**src/rtl/ternary_adder_tree_pkg.sv**
```systemverilog
`default_nettype none
// ============================================================================
// Module      : ternary_adder_tree_pkg
// Description : Shared constants and width helpers for the ternary adder tree.
//               The sat_trunc helper serves the TERNARY_ADDER_SAT_EN build.
// Revision    : 1.0 - initial release
// ============================================================================
package ternary_adder_tree_pkg;

   localparam int DEFAULT_WIDTH = 16;
   // Widest intermediate sum that sat_trunc can clamp
   localparam int MAX_W         = 64;

   function automatic int s1_width(input int width);
      return width + 2;
   endfunction

   function automatic int s2_width(input int width);
      return width + 3;
   endfunction

   // Clamp sum to all-ones in the low 'width' bits if any higher bit is set
   function automatic logic [MAX_W-1:0] sat_trunc(input logic [MAX_W-1:0] sum,
                                                  input int               width);
      logic             ovf;
      logic [MAX_W-1:0] res;
      ovf = 1'b0;
      res = '0;
      for (int i = 0; i < MAX_W; i++) begin
         if (i >= width) ovf = ovf | sum[i];
         else            res[i] = sum[i];
      end
      if (ovf) begin
         for (int i = 0; i < MAX_W; i++) begin
            if (i < width) res[i] = 1'b1;
         end
      end
      return res;
   endfunction

endpackage
`default_nettype wire

```
**src/rtl/ternary_add3.sv**
```systemverilog
`default_nettype none
// ============================================================================
// Module      : ternary_add3
// Description : Combinational 3-input unsigned adder: carry-save compression
//               followed by one carry-propagate add.
// Revision    : 1.0 - initial release
// ============================================================================
module ternary_add3 #(
   parameter int IN_W  = 16,
   parameter int OUT_W = 18
) (
   input  logic [IN_W-1:0]  i_a,
   input  logic [IN_W-1:0]  i_b,
   input  logic [IN_W-1:0]  i_c,
   output logic [OUT_W-1:0] o_sum
);

   logic [IN_W-1:0] w_psum;
   logic [IN_W-1:0] w_gen;

   always_comb begin
      w_psum = i_a ^ i_b ^ i_c;
      // Majority bit is the carry into the next column
      w_gen  = (i_a & i_b) | (i_a & i_c) | (i_b & i_c);
      o_sum  = OUT_W'(w_psum) + (OUT_W'(w_gen) << 1);
   end

endmodule
`default_nettype wire

```
**src/rtl/ternary_adder_tree.sv**
```systemverilog
`default_nettype none
// ============================================================================
// Module      : ternary_adder_tree
// Description : Two-stage pipelined 5-operand unsigned adder, OUT = A+B+C+D+E.
//               Define TERNARY_ADDER_SAT_EN to saturate instead of wrapping.
// Revision    : 1.0 - initial release
// ============================================================================
module ternary_adder_tree
   import ternary_adder_tree_pkg::*;
#(
   parameter int WIDTH = DEFAULT_WIDTH
) (
   input  logic             CLK,
   input  logic             RST_N,
   input  logic [WIDTH-1:0] A,
   input  logic [WIDTH-1:0] B,
   input  logic [WIDTH-1:0] C,
   input  logic [WIDTH-1:0] D,
   input  logic [WIDTH-1:0] E,
   output logic [WIDTH-1:0] OUT
);

   localparam int S1_W = s1_width(WIDTH);
   localparam int S2_W = s2_width(WIDTH);

   logic [S1_W-1:0]  s1_d,  s1_q;
   logic [WIDTH-1:0] d1_d,  d1_q;
   logic [WIDTH-1:0] e1_d,  e1_q;
   logic [WIDTH-1:0] out_d, out_q;

   logic [S1_W-1:0]  w_s1_sum;
   logic [S2_W-1:0]  w_s2_sum;

   ternary_add3 #(
      .IN_W  (WIDTH),
      .OUT_W (S1_W)
   ) u_stage1 (
      .i_a   (A),
      .i_b   (B),
      .i_c   (C),
      .o_sum (w_s1_sum)
   );

   ternary_add3 #(
      .IN_W  (S1_W),
      .OUT_W (S2_W)
   ) u_stage2 (
      .i_a   (s1_q),
      .i_b   (S1_W'(d1_q)),
      .i_c   (S1_W'(e1_q)),
      .o_sum (w_s2_sum)
   );

   always_comb begin
      s1_d = w_s1_sum;
      d1_d = D;
      e1_d = E;
`ifdef TERNARY_ADDER_SAT_EN
      out_d = WIDTH'(sat_trunc(MAX_W'(w_s2_sum), WIDTH));
`else
      out_d = WIDTH'(w_s2_sum);
`endif
   end

   always_ff @(posedge CLK or negedge RST_N) begin
      if (!RST_N) begin
         s1_q  <= '0;
         d1_q  <= '0;
         e1_q  <= '0;
         out_q <= '0;
      end else begin
         s1_q  <= s1_d;
         d1_q  <= d1_d;
         e1_q  <= e1_d;
         out_q <= out_d;
      end
   end

   assign OUT = out_q;

endmodule
`default_nettype wire

```
**config.mk**
```make
export PLATFORM = sky130hd
export DESIGN_NAME = ternary_adder_tree
export DESIGN_NICKNAME = d
export VERILOG_FILES = /design/src/rtl/ternary_adder_tree_pkg.sv /design/src/rtl/ternary_add3.sv /design/src/rtl/ternary_adder_tree.sv
export SDC_FILE = /design/constraint.sdc
export NUM_CORES = 1
export LEC_CHECK = 0
export BUFFER_PORTS_ARGS = -buffer_cell sky130_fd_sc_hd__clkbuf_2
export CAP_MARGIN = 20
export CELL_PAD_IN_SITES_DETAIL_PLACEMENT = 1
export CELL_PAD_IN_SITES_GLOBAL_PLACEMENT = 1
export CORE_ASPECT_RATIO = 0.75
export CORE_MARGIN = 10
export CORE_UTILIZATION = 44
export DETAILED_ROUTE_END_ITERATION = 8
export PLACE_DENSITY_LB_ADDON = 0.3
export REMOVE_ABC_BUFFERS = 1
export SYNTH_ARGS = -nofsm -noshare
export SYNTH_HDL_FRONTEND = slang
export SYNTH_SLANG_ARGS = --single-unit
```
**constraint.sdc**
```tcl
create_clock -name CLK -period 7.2 [get_ports CLK]
set_clock_uncertainty 0.1 [all_clocks]
set_input_delay 0 -clock CLK [delete_from_list [all_inputs] [get_ports CLK]]
set_output_delay 0 -clock CLK [all_outputs]
set_load 0.02 [all_outputs]
```
Word level (Yosys, flattened, before mapping)
Index checks and enable logic that the tools add are counted.
{"block": "classes", "add_sub_neg": 2, "n_bitwise": 14}
{"operator": "$and 15x15->15", "n": 6}
{"operator": "$xor 16x16->16", "n": 4}
{"operator": "$or 15x15->15", "n": 4}
{"operator": "$add 16x16->16", "n": 2}
{"block": "word_totals", "regBits": 64, "out_inout_bits": 16, "elab_cells": 20}

Logic depth before layout (Yosys ltp)
Gate-level depths: netlist (run 1).
{"block": "logic_depth", "depth_word": 4, "ltp_mapped": 11, "ltp_nobuf": 11}

Hierarchy
Synthesis (run 1) repeated with hierarchy kept, for this count alone.
{"block": "hier_totals", "hier_cells": 337, "area_unflattened_um2": 4030.1}
{"module": "ternary_adder_tree", "instances": 1, "cells_each": 67, "area_per_inst_um2": 1655.3, "seq_area_each_um2": 1651.6}
{"module": "ternary_add3 (u_stage2)", "instances": 1, "cells_each": 147, "area_per_inst_um2": 1276.2, "seq_area_each_um2": 0.0}
{"module": "ternary_add3 (u_stage1)", "instances": 1, "cells_each": 123, "area_per_inst_um2": 1098.6, "seq_area_each_um2": 0.0}

Worst setup path before layout (run 1)
Ideal clock, no wire load.
{"block": "synth_path", "kind": "register to register", "startpoint": "register s1_q[1]", "endpoint": "register out_q[15] (netlist: OUT[15])", "t_arrival_ps": 2608, "required_time_ps": 7031, "path_slack_ps": 4423, "stages_incl_launch_ff": 10, "synth_period_minus_slack_ps": 2777, "cell_sequence": "dfrtp_1 -> fa_1 -> ha_1 -> fa_1 -> a21oi_2 -> o211ai_1 -> a21oi_2 -> a21oi_2 -> or4_1 -> nand3_1"}
{"block": "synth_via", "elab_chain_cells": 4}
{"item": "start, declared", "line_no": "ternary_adder_tree.sv:26", "source": "logic [S1_W-1:0] s1_d, s1_q;"}
{"item": "start signal, assigned", "line_no": "ternary_adder_tree.sv:67", "source": "s1_q <= '0;"}
{"item": "start signal, assigned", "line_no": "ternary_adder_tree.sv:72", "source": "s1_q <= s1_d;"}
{"item": "$and 15x15->15", "line_no": "ternary_add3.sv:24", "source": "w_gen = (i_a & i_b) | (i_a & i_c) | (i_b & i_c);"}
{"item": "$or 15x15->15 (2 in series)", "line_no": "ternary_add3.sv:24"}
{"item": "$add 16x16->16 *", "line_no": "ternary_add3.sv:25", "source": "o_sum = OUT_W'(w_psum) + (OUT_W'(w_gen) << 1);"}
{"item": "via u_stage2.o_sum[15]", "line_no": "ternary_add3.sv:15", "source": "output logic [OUT_W-1:0] o_sum"}
{"item": "end signal, assigned", "line_no": "ternary_adder_tree.sv:75", "source": "out_q <= out_d;"}
{"item": "end, declared", "line_no": "ternary_adder_tree.sv:29", "source": "logic [WIDTH-1:0] out_d, out_q;"}
Mark *: on every way through the listed nets, which the timed path passes. The rest lies on a longest branch.

Worst setup path after layout (run 1)
Same ends and word-level chain as after synthesis.

==> impl_metrics.toml, run 1 <==
[setup_path]
worstPathRequired_ps = 7370
worst_setup_path_end_kind = "register"
crit_path_top_delay_cell = "fa_1"
rrSetupSlack_ps = 4090
r2r_start = "s1_q[1]"
crit_fanout = 3
crit_type = "register to register"
slowest_delay_ps = 500
critical_path_arrival_ps = 3280
worst-path-buf-inv = 0
crit_top_cell = "a21oi_2"
startpoint_type = "register"
r2r_end = "OUT[15]"
reg2reg_depth = 9
cp_cell_sequence = "fa_1, ha_1, fa_1, a21oi_2, o211ai_1, a21oi_2, a21oi_2, or4_1, nand3_1"
cp_top_family = "adder cells"

[cts]
root_buffer = "clkbuf_8"
insertion_delay_ps = 350
cts.path.max_buffers = 2
numCtsBuffers = 9
clkTransAtPathRegs_ps = 80
cts_max_level = 3
clkSinkCount = 64
cts_tree = "yes"

[drt]
top_layer = "met4"
drtPass1Iterations = 4
vias = 2581
met3_length_um = 578
wl_per_cell_um = 18.7
wl_met2_um = 5100
via_per_inst = 4.84
drc = 0
wl_met1_um = 4110
routed_wl_um = 9940
drt_first_iter_violations = 174
ant_nets = 0

[synth]
synth.most_common_cell = "dfrtp_1"
synthTopCellsByCount = "dfrtp_1 (64), fa_1 (32), ha_1 (28)"
synth_cell_types = 30
syn_area_per_cell_um2 = 12.7
async_reset_ff_frac = 1.00
synth-edff-count = 0
synth_top_area_frac = 0.458
syn_area_um2 = 3500
ys.flop_type = "dfrtp_1"
synth_seq_area_share = 0.458
synth.area.top_cells = "dfrtp_1 (46%), fa_1 (18%), ha_1 (10%), xnor2_1 (4.8%), a21oi_1 (3.4%)"
synth_warnings = 0
yosys_register_bits = 64
yosys.area.top_type = "dfrtp_1"
synthCells = 276

[die]
initial_utilization = 0.447
die_h_um = 97.2
rows = 28
coreArea_um2 = 7810
dieWidth_um = 123
die_area_um2 = 11900
io_pins = 98

[finish]
drive_above_1_share = 0.276
final_util = 0.604
syn_to_final_growth_pct = 35.0
n_fill_cell = 851
fin_nets = 564

[grt]
grt_pass1_vias = 3181
globalRouteOverflowTotal = 0
grt_antenna_before_repair = 1
grt_util_all_layers = 0.181
grt_first_pass_wirelength_um = 16900
grt_max_degree = 65

[min_path]
hold_path.class = "input port to register"
min_path_cells = 3
hold_end = "s1_q[1]"
hold_start = "B[1]"

[placed_design]
hpwlAfterDp_um = 6350
gp_congestion = 0.770
preCtsSetupSlack_ps = 4250
io_buffer_count = 97

[power_and_ir_drop]
irDropWorstVdd_mv = 0.166
leakage_nw = 2.32
power_density_nw_per_um2 = 373

[timing]
finalSetupViolations = 0
rsz0062_at_grt = "no"
fin_tns_setup_ps = 0
worst_slew_pin_slew_ps = 772
fmax_mhz = 322
fin_crit_sh = 0.432
setup_ws_ps = 4090
hold_violations = 0
slew_violations = 0
fin_crit_ps = 3110
relSlewSlack = 0.486

[job]
drv_cap = 0

[status]
status = "finished, final reports clean"
==> kinds of logic after synthesis <==
group           count (synthesis)  share of synthesized area
compound gates                 62                      0.108
buf+inv                        26                     0.0279
fa+ha+maj                      60                      0.283
flops                          64                      0.458
simple gates                   33                     0.0451
xor+xnor                       31                     0.0777
==> through the flow <==
step                area, um^2  instances  hold slack, ps  power, mW
global route              4720        533            31.8       1.90
CTS                       4720        532            2.20       1.71
detailed placement        4120        478            10.0       1.34
finish                    4720        533            5.11       1.76
floorplan                 3490        275            -396       1.12
global placement          4120        478            8.46       1.31
==> placed cells by master, fill, tap and decap left out, types with 2 or more instances in the layout <==
| cell type | count |
|---|---|
| inv_1 | 25 |
| nand4_1 | 4 |
| o21ai_0 | 4 |
| fa_1 | 32 |
| xor2_1 | 12 |
| nand3_1 | 5 |
| xnor2_1 | 19 |
| o31ai_1 | 2 |
| clkbuf_8 | 9 |
| o21bai_1 | 2 |
| dfrtp_1 | 64 |
| nand2_1 | 10 |
| nor2_1 | 9 |
| dlygate4sd3_1 | 38 |
| bufinv_16 | 2 |
| clkinvlp_4 | 2 |
| ha_1 | 28 |
| clkbuf_2 | 96 |
| a31oi_1 | 3 |
| o22ai_1 | 2 |
| a21oi_2 | 3 |
| a21o_1 | 9 |
| o21ai_1 | 8 |
| a21oi_1 | 24 |
==> worst max path at each step <==
stage	from	to	slack (ps)	cells past startpoint
after detailed placement	s1_q[1]	OUT[15]	4250	9
final	s1_q[1]	OUT[15]	4090	9
after floorplan	s1_q[1]	OUT[15]	4420	9
after global routing	s1_q[1]	OUT[15]	3960	9
after CTS	s1_q[1]	OUT[15]	4220	9
after global placement	s1_q[1]	OUT[15]	4320	9
==> routing by layer <==
layer	track usage	vias to the layer above
met5	0	-
met4	0.0416	0
met3	0.0569	13
met2	0.308	85
met1	0.216	1261
li1	-	1222
==> state kept, by name, summed over array words and instances (netlist names) <==
signal	cells
OUT	16
d1_q	16
e1_q	16
s1_q	16
==> layout make-up <==
type / count / area (um^2) / area share
Multi-Input combinational cell: 186 / 1800 / 0.381
Sequential cell: 64 / 1600 / 0.339
Timing Repair Buffer: 136 / 873 / 0.185
Tap cell: 105 / 131 / 0.0278
Clock buffer: 10 / 128 / 0.0270
Inverter: 25 / 93.8 / 0.0199
Clock inverter: 6 / 92.6 / 0.0196
Antenna cell: 1 / 2.50 / 0.000530
==> power breakdown <==
part / internal, mW / leakage [nW] / switching [mW]
logic: 0.378 / 1.47 / 0.530
clock network: 0.197 / 0.103 / 0.147
registers: 0.464 / 0.746 / 0.0454
total: 1.04 / 2.32 / 0.723
==> tightest hold or removal path, cell delays in order <==
cell and delay [ps]:
clkbuf_2 90, fa_1 170, ha_1 160
==> timing repair <==
item / CTS / global route
setup buffers: 0 / 0
hold endpoints to repair: 99 / 0
hold buffers: 38 / 0
endpoints found under the setup margin: 0 / 0
resized for setup: 0 / 0
Note: power is estimated with default switching activity, not from simulation.
==> inputs of run 2 (changes only) <==
- CORE_UTILIZATION: 44 -> 37
- clock period: 7.2 -> 2.6 ns (I/O delays scaled with it)
==> run 2 against run 1 <==
  * The run now ends with negative setup slack left
  * Combinational power grew to 3.0 times the previous value
  * Register-to-register slack worse by 4200 ps
  * First-iteration DRC count is 56% lower
  * Fmax is 15% higher
  * Sequential power grew to 2.8 times the previous value
  * Clock-buffer cell count stayed put
  * Critical path depth stayed put
  * Total power grew to 3.0 times the previous value
  * Utilization is 6.7 points lower
  * Critical path type unchanged
  * Via count is 1.1% higher
==> impl_metrics.toml, run 2 (synthesized netlist as in run 1, its figures left out) <==
[cts]
cts_tree = "yes"
insertion_delay_ps = 330
clkTransAtPathRegs_ps = 60
numCtsBuffers = 9
cts_max_level = 3
root_buffer = "clkbuf_16"
cts.path.max_buffers = 2
clkSinkCount = 64

[grt]
grt_antenna_before_repair = 0
grt_max_degree = 34
grt_first_pass_wirelength_um = 15800
grt_util_all_layers = 0.143
grt_pass1_vias = 3137
globalRouteOverflowTotal = 0

[setup_path]
crit_cells = 9
endpoint = "OUT[15]"
startpoint_type = "register"
worst-path-buf-inv = 0
cp_cell_sequence = "fa_1, ha_2, fa_2, a21oi_2, o211ai_1, a21oi_2, a21oi_2, or4_4, nand3_2"
slowest_delay_ps = 490
r2r_start = "s1_q[1]"
worstPathRequired_ps = 2770
crit_top_cell = "a21oi_2"
cp_top_family = "adder cells"
crit_path_start = "s1_q[1]"
r2r_end = "OUT[15]"
crit_type = "register to register"
rrSetupSlack_ps = -100
crit_fanout = 2
worst_setup_path_end_kind = "register"
reg2reg_depth = 9
crit_path_top_delay_cell = "fa_1"
critical_path_arrival_ps = 2870

[power_and_ir_drop]
power_density_nw_per_um2 = 1090
leakage_nw = 2.40
irDropWorstVdd_mv = 0.448

[finish]
fin_nets = 572
mostFrequentLayoutCells = "clkbuf_2 (96), dfrtp_1 (64), dlygate4sd3_1 (34)"
diodes = 0
syn_to_final_growth_pct = 40.3
n_fill_cell = 1004
final_common_cell = "clkbuf_2"
seqCellArea_um2 = 1600
final_util = 0.538
drive_above_1_share = 0.317
multi_input_area_um2 = 1840

[status]
violations = "negative setup slack"
status = "finished, violations left"

[min_path]
min_path_cells = 4
hold_path.class = "input port to register"

[die]
initial_utilization = 0.383
io_pins = 98
die_h_um = 104
rows = 30
dieWidth_um = 132
coreArea_um2 = 9120
die_area_um2 = 13800

[drt]
via_per_inst = 4.64
wl_per_cell_um = 16.7
vias = 2610
drtPass1Iterations = 4
drt_first_iter_violations = 77
routed_wl_um = 9390
ant_nets = 0
drc = 0

[job]
drv_cap = 0

[timing]
worst_slew_pin_slew_ps = 414
setup_ws_ps = -101
relSlewSlack = 0.721
fin_crit_sh = 1.04
finalSetupViolations = 1
fin_crit_ps = 2700
rsz0062_at_grt = "yes"
slew_violations = 0
hold_violations = 0
fmax_mhz = 370

[placed_design]
preCtsSetupSlack_ps = -281
hpwlAfterDp_um = 6490
io_buffer_count = 97
gp_congestion = 0.749
==> run 2: cell count changes in the layout (fill, tap and decap cells not counted), sizes merged <==
| cell | previous run | this run |
|---|---|---|
| diode | 1 | 0 |
| dlygate4sd3 | 38 | 34 |
| buf | 2 | 14 |
| inv | 26 | 25 |
| clkinv | 1 | 3 |
| bufinv | 2 | 1 |
==> run 2: routing by layer <==
| layer | up-vias | track usage | share of wire |
|---|---|---|---|
| met3 | 11 | 0.0376 | 0.053 |
| met5 | - | 0 | 0 |
| met4 | 0 | 0.0533 | 0.014 |
| li1 | 1245 | - | - |
| met2 | 79 | 0.242 | 0.50 |
| met1 | 1275 | 0.170 | 0.44 |
==> run 2: per-stage QoR <==
| step | setup TNS (ps) | power (mW) | hold slack, ps | cells | instance area, um^2 |
|---|---|---|---|---|---|
| floorplan | -177 | 3.09 | -396 | 275 | 3490 |
| global placement | -246 | 3.83 | -61.2 | 512 | 4230 |
| detailed placement | -341 | 3.92 | -45.1 | 512 | 4230 |
| CTS | -102 | 5.20 | 0.545 | 564 | 4880 |
| global route | -236 | 5.75 | 20.0 | 563 | 4900 |
| finish | -101 | 5.32 | 2.69 | 563 | 4900 |
==> run 2: where the power goes <==
| group | internal [mW] | switching (mW) |
|---|---|---|
| Combinational | 1.25 | 1.49 |
| Clock | 0.736 | 0.434 |
| Sequential | 1.29 | 0.121 |
| Total | 3.27 | 2.05 |
==> run 2: worst min-delay path: stages <==
cell and delay (ps):
clkbuf_2 80, inv_1 60, fa_1 200, inv_1 50
==> run 2: final cells by class <==
| class | count | share of cell area |
|---|---|---|
| timing repair buffer | 144 | 0.188 |
| clock inverter | 6 | 0.0122 |
| sequential | 64 | 0.327 |
| multi-input combinational | 186 | 0.374 |
| clock buffer | 10 | 0.0467 |
| tap | 128 | 0.0327 |
| inverter | 25 | 0.0191 |
==> run 2: what timing repair did <==
action	4_1_cts	5_1_grt
hold buffers	34	0
setup buffers	2	0
pin swaps	6	3
resized for setup	2	7
endpoints found under the setup margin	2	7
endpoints found under the hold margin	97	0
==> run 2: worst min-delay path by stage <==
stage | startpoint | end | slack [ps]
floorplan | RST_N | OUT[0] | -400
global placement | RST_N | d1_q[3] | -60
detailed placement | RST_N | e1_q[3] | -50
CTS | B[0] | s1_q[0] | 0.5
global route | C[1] | s1_q[1] | 20
finish | B[0] | s1_q[0] | 3
